<file path="config.mk">
export PLATFORM = sky130hd
export DESIGN_NAME = coax_tx_arbiter
export DESIGN_NICKNAME = d
export VERILOG_FILES = /design/src/rtl/coax_pkg.sv /design/src/rtl/coax_rr_pick.sv /design/src/rtl/coax_tx_arbiter.sv
export SDC_FILE = /design/constraint.sdc
export NUM_CORES = 1
export LEC_CHECK = 0
export ABC_AREA = 1
export BUFFER_PORTS_ARGS = -buffer_cell sky130_fd_sc_hd__clkbuf_2
export CAP_MARGIN = 20
export CORE_UTILIZATION = 30
export CTS_BUF_LIST = sky130_fd_sc_hd__clkbuf_8 sky130_fd_sc_hd__clkbuf_16
export CTS_CLUSTER_DIAMETER = 200
export DETAILED_ROUTE_END_ITERATION = 10
export PLACE_DENSITY_LB_ADDON = 0.2
export REMOVE_ABC_BUFFERS = 1
export SLEW_MARGIN = 10
export SYNTH_ARGS = -nofsm -noshare
export SYNTH_HDL_FRONTEND = slang
export SYNTH_SLANG_ARGS = --single-unit
</file>
<file path="constraint.sdc">
create_clock -name clk -period 1.45 [get_ports clk]
set_input_delay 0.3625 -clock clk [delete_from_list [all_inputs] [get_ports clk]]
set_output_delay 0.3625 -clock clk [all_outputs]
set_load 0.05 [all_outputs]
</file>
<file path="src/rtl/coax_pkg.sv">
// Shared types and constants for the coax transmit arbiter.
// State enumeration, default word width and requester-index type.
package coax_pkg;

  localparam int WORD_WIDTH = 10;

  typedef enum logic [1:0] {
    ST_IDLE  = 2'd0,
    ST_GRANT = 2'd1,
    ST_DRAIN = 2'd2,
    ST_ABORT = 2'd3
  } coax_state_t;

  // Index of a requester: 0 or 1.
  typedef logic coax_idx_t;

  function automatic coax_idx_t onehot_to_idx(input logic [1:0] oh);
    return oh[1];
  endfunction

endpackage

</file>
<file path="src/rtl/coax_rr_pick.sv">
// Two-way round-robin pick: when both requesters are valid, the one not
// served last wins; otherwise the single valid requester wins.
module coax_rr_pick
  import coax_pkg::*;
(
  input  logic [1:0] valid,
  input  coax_idx_t  last,
  output logic [1:0] winner
);

  always_comb begin
    winner = valid;
    if (valid == 2'b11) begin
      winner = last ? 2'b01 : 2'b10;
    end
  end

endmodule

</file>
<file path="src/rtl/coax_tx_arbiter.sv">
// Frame-atomic round-robin arbiter of two requesters onto one coax transmitter.
// Optional idle-word timeout/abort enabled by macro COAX_TX_ARB_TIMEOUT_EN.
module coax_tx_arbiter
  import coax_pkg::*;
#(
  parameter int TIMEOUT_CYCLES = 64,
  parameter int WORD_WIDTH     = coax_pkg::WORD_WIDTH
) (
  input  logic                  clk,
  input  logic                  reset_n,
  input  logic [WORD_WIDTH-1:0] req0_data,
  input  logic                  req0_valid,
  input  logic                  req0_last,
  output logic                  req0_ready,
  input  logic [WORD_WIDTH-1:0] req1_data,
  input  logic                  req1_valid,
  input  logic                  req1_last,
  output logic                  req1_ready,
  output logic [WORD_WIDTH-1:0] tx_data,
  output logic                  tx_valid,
  output logic                  tx_last,
  input  logic                  tx_ready,
  input  logic                  tx_active,
  output logic [1:0]            grant,
  output logic                  busy,
  output logic                  tx_abort,
  output logic                  error,
  output coax_state_t           state
);

  if (TIMEOUT_CYCLES < 1) begin : g_bad_timeout
    $error("TIMEOUT_CYCLES must be at least 1");
  end

  coax_state_t state_q, state_d;
  logic [1:0]  grant_q, grant_d;
  coax_idx_t   last_q, last_d;
  logic [1:0]  pick;
  coax_idx_t   sel;
  logic        g_valid, g_last, xfer;
  logic [WORD_WIDTH-1:0] g_data;

  coax_rr_pick u_pick (
    .valid  ({req1_valid, req0_valid}),
    .last   (last_q),
    .winner (pick)
  );

  // Handshake: a word moves when tx_valid && tx_ready are high on a rising
  // edge; reqN_ready mirrors tx_ready for the granted requester only, so the
  // requester and transmitter see the same transfer in the same cycle.
  assign sel     = onehot_to_idx(grant_q);
  assign g_valid = sel ? req1_valid : req0_valid;
  assign g_last  = sel ? req1_last  : req0_last;
  assign g_data  = sel ? req1_data  : req0_data;
  assign xfer    = (state_q == ST_GRANT) && g_valid && tx_ready;

  assign tx_valid   = (state_q == ST_GRANT) && g_valid;
  assign tx_last    = (state_q == ST_GRANT) && g_last;
  assign tx_data    = (state_q == ST_GRANT) ? g_data : '0;
  assign req0_ready = (state_q == ST_GRANT) && grant_q[0] && tx_ready;
  assign req1_ready = (state_q == ST_GRANT) && grant_q[1] && tx_ready;
  assign grant      = grant_q;
  assign busy       = (state_q != ST_IDLE);
  assign state      = state_q;

`ifdef COAX_TX_ARB_TIMEOUT_EN
  localparam int CW = $clog2(TIMEOUT_CYCLES + 1);
  logic [CW-1:0] cnt_q;
  logic          error_q;
  logic          timeout_hit;

  // The cycle whose increment would make the count reach the limit.
  assign timeout_hit = !g_valid && (cnt_q == CW'(TIMEOUT_CYCLES - 1));

  always_ff @(posedge clk or negedge reset_n) begin
    if (!reset_n) begin
      cnt_q   <= '0;
      error_q <= 1'b0;
    end else begin
      if (state_q != ST_GRANT || xfer) begin
        cnt_q <= '0;
      end else if (!g_valid) begin
        cnt_q <= cnt_q + CW'(1);
      end
      if (state_q == ST_ABORT) begin
        error_q <= 1'b1;
      end
    end
  end

  assign tx_abort = (state_q == ST_ABORT);
  assign error    = error_q;
`else
  assign tx_abort = 1'b0;
  assign error    = 1'b0;
`endif

  always_ff @(posedge clk or negedge reset_n) begin
    if (!reset_n) begin
      state_q <= ST_IDLE;
      grant_q <= '0;
      last_q  <= 1'b1;
    end else begin
      state_q <= state_d;
      grant_q <= grant_d;
      last_q  <= last_d;
    end
  end

  always_comb begin
    state_d = state_q;
    grant_d = grant_q;
    last_d  = last_q;
    unique case (state_q)
      ST_IDLE: begin
        if (req0_valid || req1_valid) begin
          grant_d = pick;
          state_d = ST_GRANT;
        end
      end
      ST_GRANT: begin
        if (xfer && g_last) begin
          last_d  = sel;
          state_d = ST_DRAIN;
        end
`ifdef COAX_TX_ARB_TIMEOUT_EN
        else if (timeout_hit) begin
          state_d = ST_ABORT;
        end
`endif
      end
      ST_ABORT: begin
        last_d  = sel;
        state_d = ST_DRAIN;
      end
      ST_DRAIN: begin
        // Grant is dropped only once the line has gone quiet.
        if (!tx_active) begin
          grant_d = '0;
          state_d = ST_IDLE;
        end
      end
      default: state_d = ST_IDLE;
    endcase
  end

endmodule

</file>
After elaboration in Yosys (flattened, before gate mapping)
Index checks and enable logic that the tools add are counted.
W data, S select, Z words.

operators by class
  equal/unequal tests = 7
  multiplexer cells = 14
  reductions and logical operators = 16

operator list
  cell                  count
  $mux W10              2
  $mux W2               6
  $logic_and A1 B1 Y1   8
  $pmux W2 S4           1
  $eq A2 B2 Y1 const B  3
  $reduce_and A3 Y1     2
  $reduce_bool A2 Y1    3
  $ne A2 B2 Y1 const B  2
  $pmux W2 S2           1
  $mux W1               3
  $eq A2 B1 Y1 const B  1
  $logic_not A2 Y1      1
  $ne A2 B1 Y1 const B  1
  $pmux W1 S2           1
  $reduce_and A2 Y1     1
  $logic_or A1 B1 Y1    1

storage, ports and cells
  flip-flop bits (word level) = 5
  output and inout port bits = 21
  word-level logic and storage cells = 40

Longest topological paths before layout
Gate-level depths: netlist (run 1).

  depth after elaboration = 6
  mapped depth = 8
  depth with buffers taken out = 8

Hierarchy
From an unflattened synthesis (run 1), not the netlist that was laid out.

second synthesis, totals
  cells, all modules = 89
  area total of the unflattened synthesis = 499.2 um2

modules (own cells, without submodules)
  module           times used  cells each  area each (um2)
  coax_tx_arbiter  1           84          478.0
  coax_rr_pick     1           5           21.3

Worst setup path before layout (run 1)
Ideal clock, no wire load.

  kind = reg-to-output
  start = register state_q[0] (netlist: state[0])
  end = output req0_ready
  arrival time = 1.944 ns
  setup slack = -0.857 ns
  cell stages (with the launch flop) = 3
  path buffers = 0
  cells stage by stage = dfrtp_1 > nand2_2 > nor3_1

between the ends
  longest elaborated chain between the ends = 3

RTL lines
  element                            line                    source
  start, declared                    coax_tx_arbiter.sv:35   coax_state_t state_q, state_d;
  start signal, assigned             coax_tx_arbiter.sv:105  state_q <= state_d;
  $eq A2 B1 Y1                       coax_tx_arbiter.sv:61   assign req0_ready = (state_q == ST_GRANT) && grant_q[0] && tx_ready;
  $logic_and A1 B1 Y1 (2 in series)  coax_tx_arbiter.sv:61
  end, declared                      coax_tx_arbiter.sv:14   output logic req0_ready,

Every way passes these cells.

Worst setup path after layout (run 1)
  start = register grant_q[1] (netlist: grant[1])
  end = output tx_data[1]

between the ends
  longest elaborated chain between the ends = 2

RTL lines
  element                 line                    source
  start, declared         coax_tx_arbiter.sv:36   logic [1:0] grant_q, grant_d;
  start signal, assigned  coax_tx_arbiter.sv:106  grant_q <= grant_d;
  $mux W10                coax_tx_arbiter.sv:55   assign g_data = sel ? req1_data : req0_data;
  $mux W10                coax_tx_arbiter.sv:60   assign tx_data = (state_q == ST_GRANT) ? g_data : '0;
  end, declared           coax_tx_arbiter.sv:19   output logic [WORD_WIDTH-1:0] tx_data,

Every way passes these cells.

==> results.json, run 1 <==
{
  "outcome": "complete, but fails checks",
  "failed_checks": "negative setup slack",
  "synth_most_common_cell": "nand2_1",
  "chipWidth_um": 42.0,
  "via_per_instance_ratio": 4.80,
  "place_inst": 149,
  "timing.setup.critical_path_class": "reg -> out",
  "place.gp.congestion": 0.813,
  "crit_path_start": "grant[1]",
  "ir_drop_v": 0.00148,
  "worst_ep_arrival_time_ns": 1.21,
  "die_area_sq_um": 1770,
  "post-route-worst-setup-slack_ns": -0.118,
  "postSynthRegisterBits": 5,
  "wl_per_cell_um": 12.9,
  "finalHoldViolations": 0,
  "ys_seq_area_share_pct": 26.3,
  "drcViolationCount": 0,
  "hold_path_class": "in -> reg",
  "total_global_route_track_usage_pct": 20.1,
  "highest_clock_frequency_the_design_can_meet_mhz": 638,
  "worstSetupEndpointType": "output port",
  "portBuffers": 46,
  "rsz_0062_raised_after_global_routing": "yes",
  "clock-skew-final_ns": 0.00170,
  "final.period_utilization_pct": 108,
  "clkSlewWorstSetupHoldPaths_ns": 0.03,
  "power_density_nw_per_um2": 2800,
  "number_of_clock_buffers_inserted_by_tritoncts": 3,
  "post-synth-top-area-cell": "nand2_1",
  "period_needed_ns": 1.57,
  "synthDistinctLibCells": 17,
  "cellLeakagePower_nw": 0.582,
  "worst_path_max_delay_cell": "dfrtp_2",
  "maximum_number_of_pins_on_one_net_before_global_route_repair": 15,
  "drt_first_iter_violations": 14,
  "grt_pass1_vias": 655,
  "grt_first_pass_wirelength_um": 2690,
  "count_of_flip_flops_with_a_built_in_enable_after_synthesis": 0,
  "instances_no_fill": 157,
  "die_h_um": 42.0,
  "num_rows": 14,
  "cts_tree": "done",
  "yosys.area.top_type_share_pct": 27.3,
  "fp.coreArea_sq_um": 1510,
  "ant_nets": 0,
  "area.growth.synth_to_final_pct": 131,
  "maxCapViolCount": 0,
  "critical_path.cell_chain": "buf_6, nand2_1, a21oi_2, buf_8",
  "ys_warn_count": 0,
  "maxSlewViolCount": 0,
  "critical_path.reg2reg.startpoint": "state[0]",
  "cts_root_buf": "clkbuf_8",
  "synth_top_cells_by_area": "nand2_1 (27%), dfrtp_1 (21%), a21oi_1 (10%)",
  "postSynthCellCount": 86,
  "crit_path_start_kind": "flip-flop",
  "antennaDiodeCount": 0,
  "overflow": 0,
  "cts.htree.levels": 1,
  "synth_top_cells_by_count": "nand2_1 (35), a21oi_1 (10), inv_1 (8), nor2_1 (7)",
  "setup_violations": 15,
  "cts.path.max_buffers": 2,
  "postLayoutCoreUtil_pct": 73.8,
  "antenna_found_initial": 0,
  "initial_core_utilization_pct": 31.9,
  "hold_start": "tx_active",
  "crit_path_max_fanout": 7,
  "post_synth.cell_area_avg_sq_um": 5.59,
  "synthFlopType": "dfrtp_1",
  "syn-cell-area_sq_um": 480,
  "hpwl_um": 1140,
  "critical-path-max-stage-delay_ns": 0.41,
  "finalNetCount": 170,
  "fin_total_pwr_mw": 3.11,
  "insertion_delay_ns": 0.22,
  "tritoncts_num_sinks": 5,
  "final_layout_size_suffix_gt1_share_pct": 62.4,
  "top_level_ports": 49,
  "required_time_of_the_worst_setup_path_ns": 1.09,
  "preCtsSetupSlack_ns": -0.0228,
  "drtPass1Iterations": 4,
  "synth_async_sr_flop_share_pct": 100,
  "num_vias": 753,
  "totalWireLength_um": 2030
}
-- final timing paths --
| path | to | slack [ns] | depth (start not counted) |
|---|---|---|---|
| max | tx_data[1] | -0.12 | 4 |
| min | state[1] | 0.44 | 3 |
| max reg2reg | grant[1] | 0.06 | 7 |
| min reg2reg | last_q | 0.50 | 2 |
| max in group asynchronous | last_q | 0.74 | 2 |
| min in group asynchronous | state[1] | 0.49 | 2 |
-- power by group --
group | switching [mW] | internal, mW
logic | 1.62 | 0.952
clock network | 0.0615 | 0.181
registers | 0.0872 | 0.214
-- critical path: cells and delay by family, from the launching register on --
kind	cells	cell delay [ns]
simple gates	1	0.07
flops	1	0.41
buf+inv	2	0.32
compound gates	1	0.19
-- placed cells by master, fill, tap and decap left out, types with 2 or more instances in the layout --
cell type  instances
a21oi_2           10
buf_4              5
buf_6              5
buf_8             12
clkbuf_2          29
clkbuf_4           2
clkbuf_8           3
conb_1             2
dfrtp_1            2
dfrtp_2            2
inv_1              7
nand2_1           29
nand2_2            6
nand2_4            2
nand3_1            4
nor2_1             4
nor2_4             2
o21ai_0            2
-- layer usage --
| layer | up-vias | part of all wire (%) | GRT usage (%) |
|---|---|---|---|
| li1 | 375 | - | - |
| met1 | 345 | 41 | 22.8 |
| met2 | 33 | 53 | 35.9 |
| met3 | 0 | 5.3 | 5.17 |
| met4 | 0 | 0 | 7.50 |
| met5 | - | 0 | 0 |
-- timing repair --
action | CTS | global route
hold endpoints to repair | 4 | 0
buffers inserted | 1 | 1
hold buffers | 1 | 0
setup endpoints to repair | 15 | 15
gates cloned | 0 | 1
pin swaps | 1 | 1
gates resized for setup | 34 | 50
-- per-stage QoR --
step	TNS [ns]	hold WS (ns)	area [sq um]
final	-1.37	0.439	1110
after global routing	-2.11	0.469	1110
after CTS	-1.89	0.429	955
after detailed placement	-0.0628	0.180	758
after global placement	0	0.181	758
after floorplan	-11.81	0.0669	448
-- registers in the layout, indices dropped and copies added (netlist names) --
register	flops
grant	2
state	2
last_q	1
-- kinds of logic after synthesis --
family / share of synthesized area, %
AO/OA/AOI/OAI: 15.4
buffers and inverters: 14.6
flip-flops: 26.3
other: 0.781
AND/OR/NAND/NOR: 43.0
-- cell type report --
type | count | area, sq um
clock buffer | 3 | 41.3
clock inverter | 1 | 3.75
fill | 121 | 395
inverter | 9 | 41.3
multi-input combinational | 68 | 412
sequential | 5 | 129
tap | 16 | 20.0
timing repair buffer | 55 | 464
Power figures use the tool's default switching activity.
==> run 2: changes to the inputs <==
clock period = 1.6 ns   (was 1.45 ns; I/O delays follow)
==> results.json, run 2 (same netlist as run 1, synthesis figures left out) <==
{
  "outcome": "complete, but fails checks",
  "failed_checks": "negative setup slack",
  "highest_clock_frequency_the_design_can_meet_mhz": 622,
  "final_cell_mix": "nand2_1 (31), clkbuf_2 (31), buf_8 (11)",
  "worstSetupEndpointType": "output port",
  "initial_core_utilization_pct": 31.9,
  "maxCapViolCount": 0,
  "hold_path_class": "in -> reg",
  "chipWidth_um": 42.0,
  "maximum_number_of_pins_on_one_net_before_global_route_repair": 15,
  "layout.cell_area.non_filler_sq_um": 1060,
  "num_rows": 14,
  "worst-path-buf-inv": 2,
  "place.gp.congestion": 0.804,
  "post-route-worst-setup-slack_ns": -0.00868,
  "wl_per_cell_um": 11.2,
  "die_area_sq_um": 1770,
  "finalHoldViolations": 0,
  "drt_first_iter_violations": 6,
  "area.growth.synth_to_final_pct": 121,
  "critical_path.reg2reg.startpoint": "grant[1]",
  "cts.htree.levels": 1,
  "total_global_route_track_usage_pct": 19.0,
  "antenna_found_initial": 0,
  "grt_first_pass_wirelength_um": 2590,
  "drcViolationCount": 0,
  "power_density_nw_per_um2": 2500,
  "worst_path_max_delay_cell": "dfrtp_1",
  "grt_pass1_vias": 676,
  "num-fill-cells": 118,
  "maxSlewViolCount": 0,
  "hpwl_um": 1130,
  "crit_path_start": "state[1]",
  "fin_total_pwr_mw": 2.65,
  "setup_violations": 1,
  "critical_path.cell_chain": "inv_2, nand2_8, nor3_2, buf_6",
  "placed_area_sq_um": 751,
  "ir_drop_v": 0.00151,
  "via_per_instance_ratio": 4.70,
  "required_time_of_the_worst_setup_path_ns": 1.20,
  "period_needed_ns": 1.61,
  "worst_ep_arrival_time_ns": 1.21,
  "cts_root_buf": "clkbuf_8",
  "finalNetCount": 168,
  "insertion_delay_ns": 0.22,
  "clkSlewWorstSetupHoldPaths_ns": 0.03,
  "critical-path-top-delay-family": "flip-flops",
  "crit_path_start_kind": "flip-flop",
  "tritoncts_num_sinks": 5,
  "rsz_0062_raised_after_global_routing": "yes",
  "cellLeakagePower_nw": 0.562,
  "crit_path_max_fanout": 14,
  "critical-path-max-stage-delay_ns": 0.38,
  "die_h_um": 42.0,
  "num_vias": 729,
  "hold_start": "tx_active",
  "antennaDiodeCount": 0,
  "portBuffers": 46,
  "fp.coreArea_sq_um": 1510,
  "cts.path.max_buffers": 2,
  "clock-skew-final_ns": 0.00120,
  "cts_tree": "done",
  "final_layout_size_suffix_gt1_share_pct": 59.0,
  "totalWireLength_um": 1730,
  "top_level_ports": 49,
  "drtPass1Iterations": 4,
  "number_of_clock_buffers_inserted_by_tritoncts": 3,
  "ant_nets": 0,
  "timing.setup.critical_path_class": "reg -> out",
  "final.period_utilization_pct": 101,
  "overflow": 0
}
## run 2: cell types whose count changed in the layout (fill, tap and decap cells not counted), sizes merged
| cell | change |
|---|---|
| buf | -1 |
| nand2 | -1 |
## run 2: worst reg2reg max path: stages, from the launching register on
cell	delay, ns
dfrtp_2	0.40
buf_4	0.16
nand2_1	0.09
a21oi_4	0.16
buf_4	0.14
nand2_2	0.07
nand3_1	0.07
nand2_1	0.05
## run 2: through the flow
stage | utilization (%) | worst slack (ns) | instances | hold WS (ns) | TNS [ns]
3_5_place_dp | 49.8 | 0.107 | 148 | 0.218 | 0
5_1_grt | 70.4 | -0.0632 | 155 | 0.509 | -0.464
4_1_cts | 61.7 | -0.0423 | 154 | 0.465 | -0.213
2_1_floorplan | - | -0.969 | 81 | 0.104 | -9.69
3_3_place_gp | 49.8 | 0.124 | 148 | 0.218 | 0
6_report | 70.4 | -0.00868 | 155 | 0.465 | -0.00868
## run 2: what timing repair did
item	CTS	global route
pin swaps	1	1
resized for setup	30	42
hold endpoints to repair	4	0
hold buffers	1	0
buffers inserted	1	1
endpoints found under the setup margin	15	15
## run 2: cell type report
class / instances / area (sq um) / area share, %
timing repair buffer: 54 / 437 / 41.2
multi-input combinational: 67 / 392 / 36.9
sequential: 5 / 129 / 12.1
clock buffer: 3 / 41.3 / 3.89
inverter: 9 / 38.8 / 3.66
tap: 16 / 20.0 / 1.89
clock inverter: 1 / 3.75 / 0.354
## run 2: power by group
group,leakage [nW],switching (mW),internal [mW]
Clock,0.0269,0.0548,0.164
Combinational,0.477,1.40,0.784
Sequential,0.0580,0.0580,0.194
Total,0.562,1.51,1.14
## run 2: worst paths after layout
path                         endpoint  slack, ns  cells past startpoint
min in group asynchronous    state[1]       0.53                      2
max                        req1_ready     -0.009                      4
max reg2reg                  state[0]       0.34                      7
min reg2reg                    last_q       0.50                      2
min                          state[1]       0.46                      3
max in group asynchronous      last_q       0.86                      2
## run 2: per-layer routing
layer / vias to the layer above / wire length (um) / GRT usage (%)
met2: 35 / 905 / 34.1
li1: 369 / - / -
met4: 0 / 0 / 7.50
met1: 325 / 716 / 21.2
met3: 0 / 109 / 5.17
met5: - / 0 / 0
==> run 3: changes to the inputs <==
CORE_UTILIZATION = 34   (was 30)
==> results.json, run 3 (same netlist as run 1, synthesis figures left out) <==
{
  "fp.coreArea_sq_um": 1300,
  "preCtsSetupSlack_ns": 0.0901,
  "failed_checks": "negative setup slack",
  "cellLeakagePower_nw": 0.607,
  "clock_power_share_pct": 7.6,
  "portBuffers": 46,
  "setup_violations": 12,
  "initial_core_utilization_pct": 36.9,
  "totalWireLength_um": 2180,
  "combinationalPowerShare_pct": 83.1,
  "maxSlewViolCount": 0,
  "maxCapViolCount": 0,
  "worstSetupEndpointType": "output port",
  "overflow": 0,
  "p_int_mw": 1.23,
  "fin_total_pwr_mw": 2.87,
  "p_seq_share_pct": 9.3,
  "ir_drop_v": 0.00132,
  "num_rows": 13,
  "num_vias": 801,
  "clock-skew-final_ns": 0.000772,
  "final_layout_size_suffix_gt1_share_pct": 66.0,
  "cts_tree": "done",
  "multi_input_area_sq_um": 444,
  "p_sw_mw": 1.63,
  "worst_r2r_path_depth": 11,
  "ant_nets": 0,
  "grt_first_pass_wirelength_um": 2370,
  "cts_root_buf": "clkbuf_8",
  "rsz_0062_raised_after_global_routing": "yes",
  "worstSetupEndpoint": "tx_valid",
  "crit_path_start_kind": "flip-flop",
  "post-route-worst-setup-slack_ns": -0.0388,
  "required_time_of_the_worst_setup_path_ns": 1.20,
  "drtPass1Iterations": 4,
  "worst_ep_arrival_time_ns": 1.24,
  "clkSlewWorstSetupHoldPaths_ns": 0.03,
  "swShare_pct": 57.0,
  "holdWs_ns": 0.468,
  "hpwl_um": 1090,
  "r2r_slack_ns": 0.08,
  "finalHoldViolations": 0,
  "total_global_route_track_usage_pct": 22.7,
  "crit_path_start": "grant[1]",
  "die_area_sq_um": 1570,
  "antenna_found_initial": 0,
  "final.period_utilization_pct": 102,
  "chipWidth_um": 39.6,
  "area.growth.synth_to_final_pct": 140,
  "drt_first_iter_violations": 9,
  "postLayoutCoreUtil_pct": 88.8,
  "place.gp.congestion": 0.802,
  "setup-tns-final_ns": -0.213,
  "num-fill-cells": 62,
  "timing.setup.critical_path_class": "reg -> out",
  "insertion_delay_ns": 0.21,
  "top_level_ports": 49,
  "power_density_nw_per_um2": 2480,
  "highest_clock_frequency_the_design_can_meet_mhz": 610,
  "grt_pass1_vias": 594,
  "number_of_clock_buffers_inserted_by_tritoncts": 3,
  "cts.htree.levels": 1,
  "finalNetCount": 173,
  "final_cell_mix": "clkbuf_2 (31), nand2_1 (25), buf_8 (13)",
  "period_needed_ns": 1.64,
  "maximum_number_of_pins_on_one_net_before_global_route_repair": 15,
  "via_per_instance_ratio": 5.04,
  "tritoncts_num_sinks": 5,
  "hold_path_class": "in -> reg",
  "crit_path_max_fanout": 7,
  "drcViolationCount": 0,
  "outcome": "complete, but fails checks",
  "critical_path.reg2reg.startpoint": "grant[1]",
  "die_h_um": 39.6,
  "final_common_cell": "clkbuf_2",
  "sequential_cell_area_sq_um": 129,
  "cts.path.max_buffers": 2,
  "regToRegEndpoint": "last_q",
  "antennaDiodeCount": 0,
  "wl_per_cell_um": 13.7
}
[run 3: stage by stage]
stage,cells,area [sq um]
finish,159,1150
global route,159,1150
CTS,158,990
detailed placement,146,727
global placement,146,727
floorplan,81,448
[run 3: critical path, cell delays in order, from the launching register on]
cell	delay [ns]
dfrtp_2	0.45
buf_6	0.16
nand2_1	0.09
a21oi_4	0.16
buf_8	0.16
[run 3: worst min-delay path by stage]
stage	slack, ns	to	from	depth (start not counted)
CTS	0.47	state[1]	tx_active	3
global route	0.50	state[1]	tx_active	3
finish	0.47	state[1]	tx_active	3
global placement	0.22	state[0]	reset_n	1
floorplan	0.10	grant[0]	reset_n	0
detailed placement	0.22	state[0]	reset_n	1
[run 3: area by class of cell]
type	count	area share [%]
Timing Repair Buffer	58	41.0
Multi-Input combinational cell	67	38.5
Sequential cell	5	11.2
Clock buffer	3	3.58
Inverter	9	3.36
Tap cell	15	1.63
Timing Repair inverter	1	0.542
Clock inverter	1	0.325
[run 3: per-layer routing]
| metal | global-route usage (%) | wire length [um] |
|---|---|---|
| met3 | 2.27 | 140 |
| met2 | 44.7 | 1140 |
| met4 | 8.62 | 127 |
| met5 | 0 | 0 |
| met1 | 23.7 | 779 |
[run 3: timing repair]
action / 4_1_cts / 5_1_grt
cloned: 1 / 1
pin swaps: 1 / 15
setup endpoints to repair: 15 / 17
buffers inserted: 6 / 1
gates resized for setup: 43 / 51
hold buffers: 1 / 0
endpoints found under the hold margin: 4 / 0
[run 3: power by group through the flow]
stage               Sequential, mW  Clock [mW]  Combinational [mW]
finish                       0.267       0.217                2.39
global route                 0.271       0.231                2.49
CTS                          0.246       0.224                1.95
detailed placement           0.222           0                1.53
global placement             0.220           0                1.52
floorplan                    0.413           0               0.962
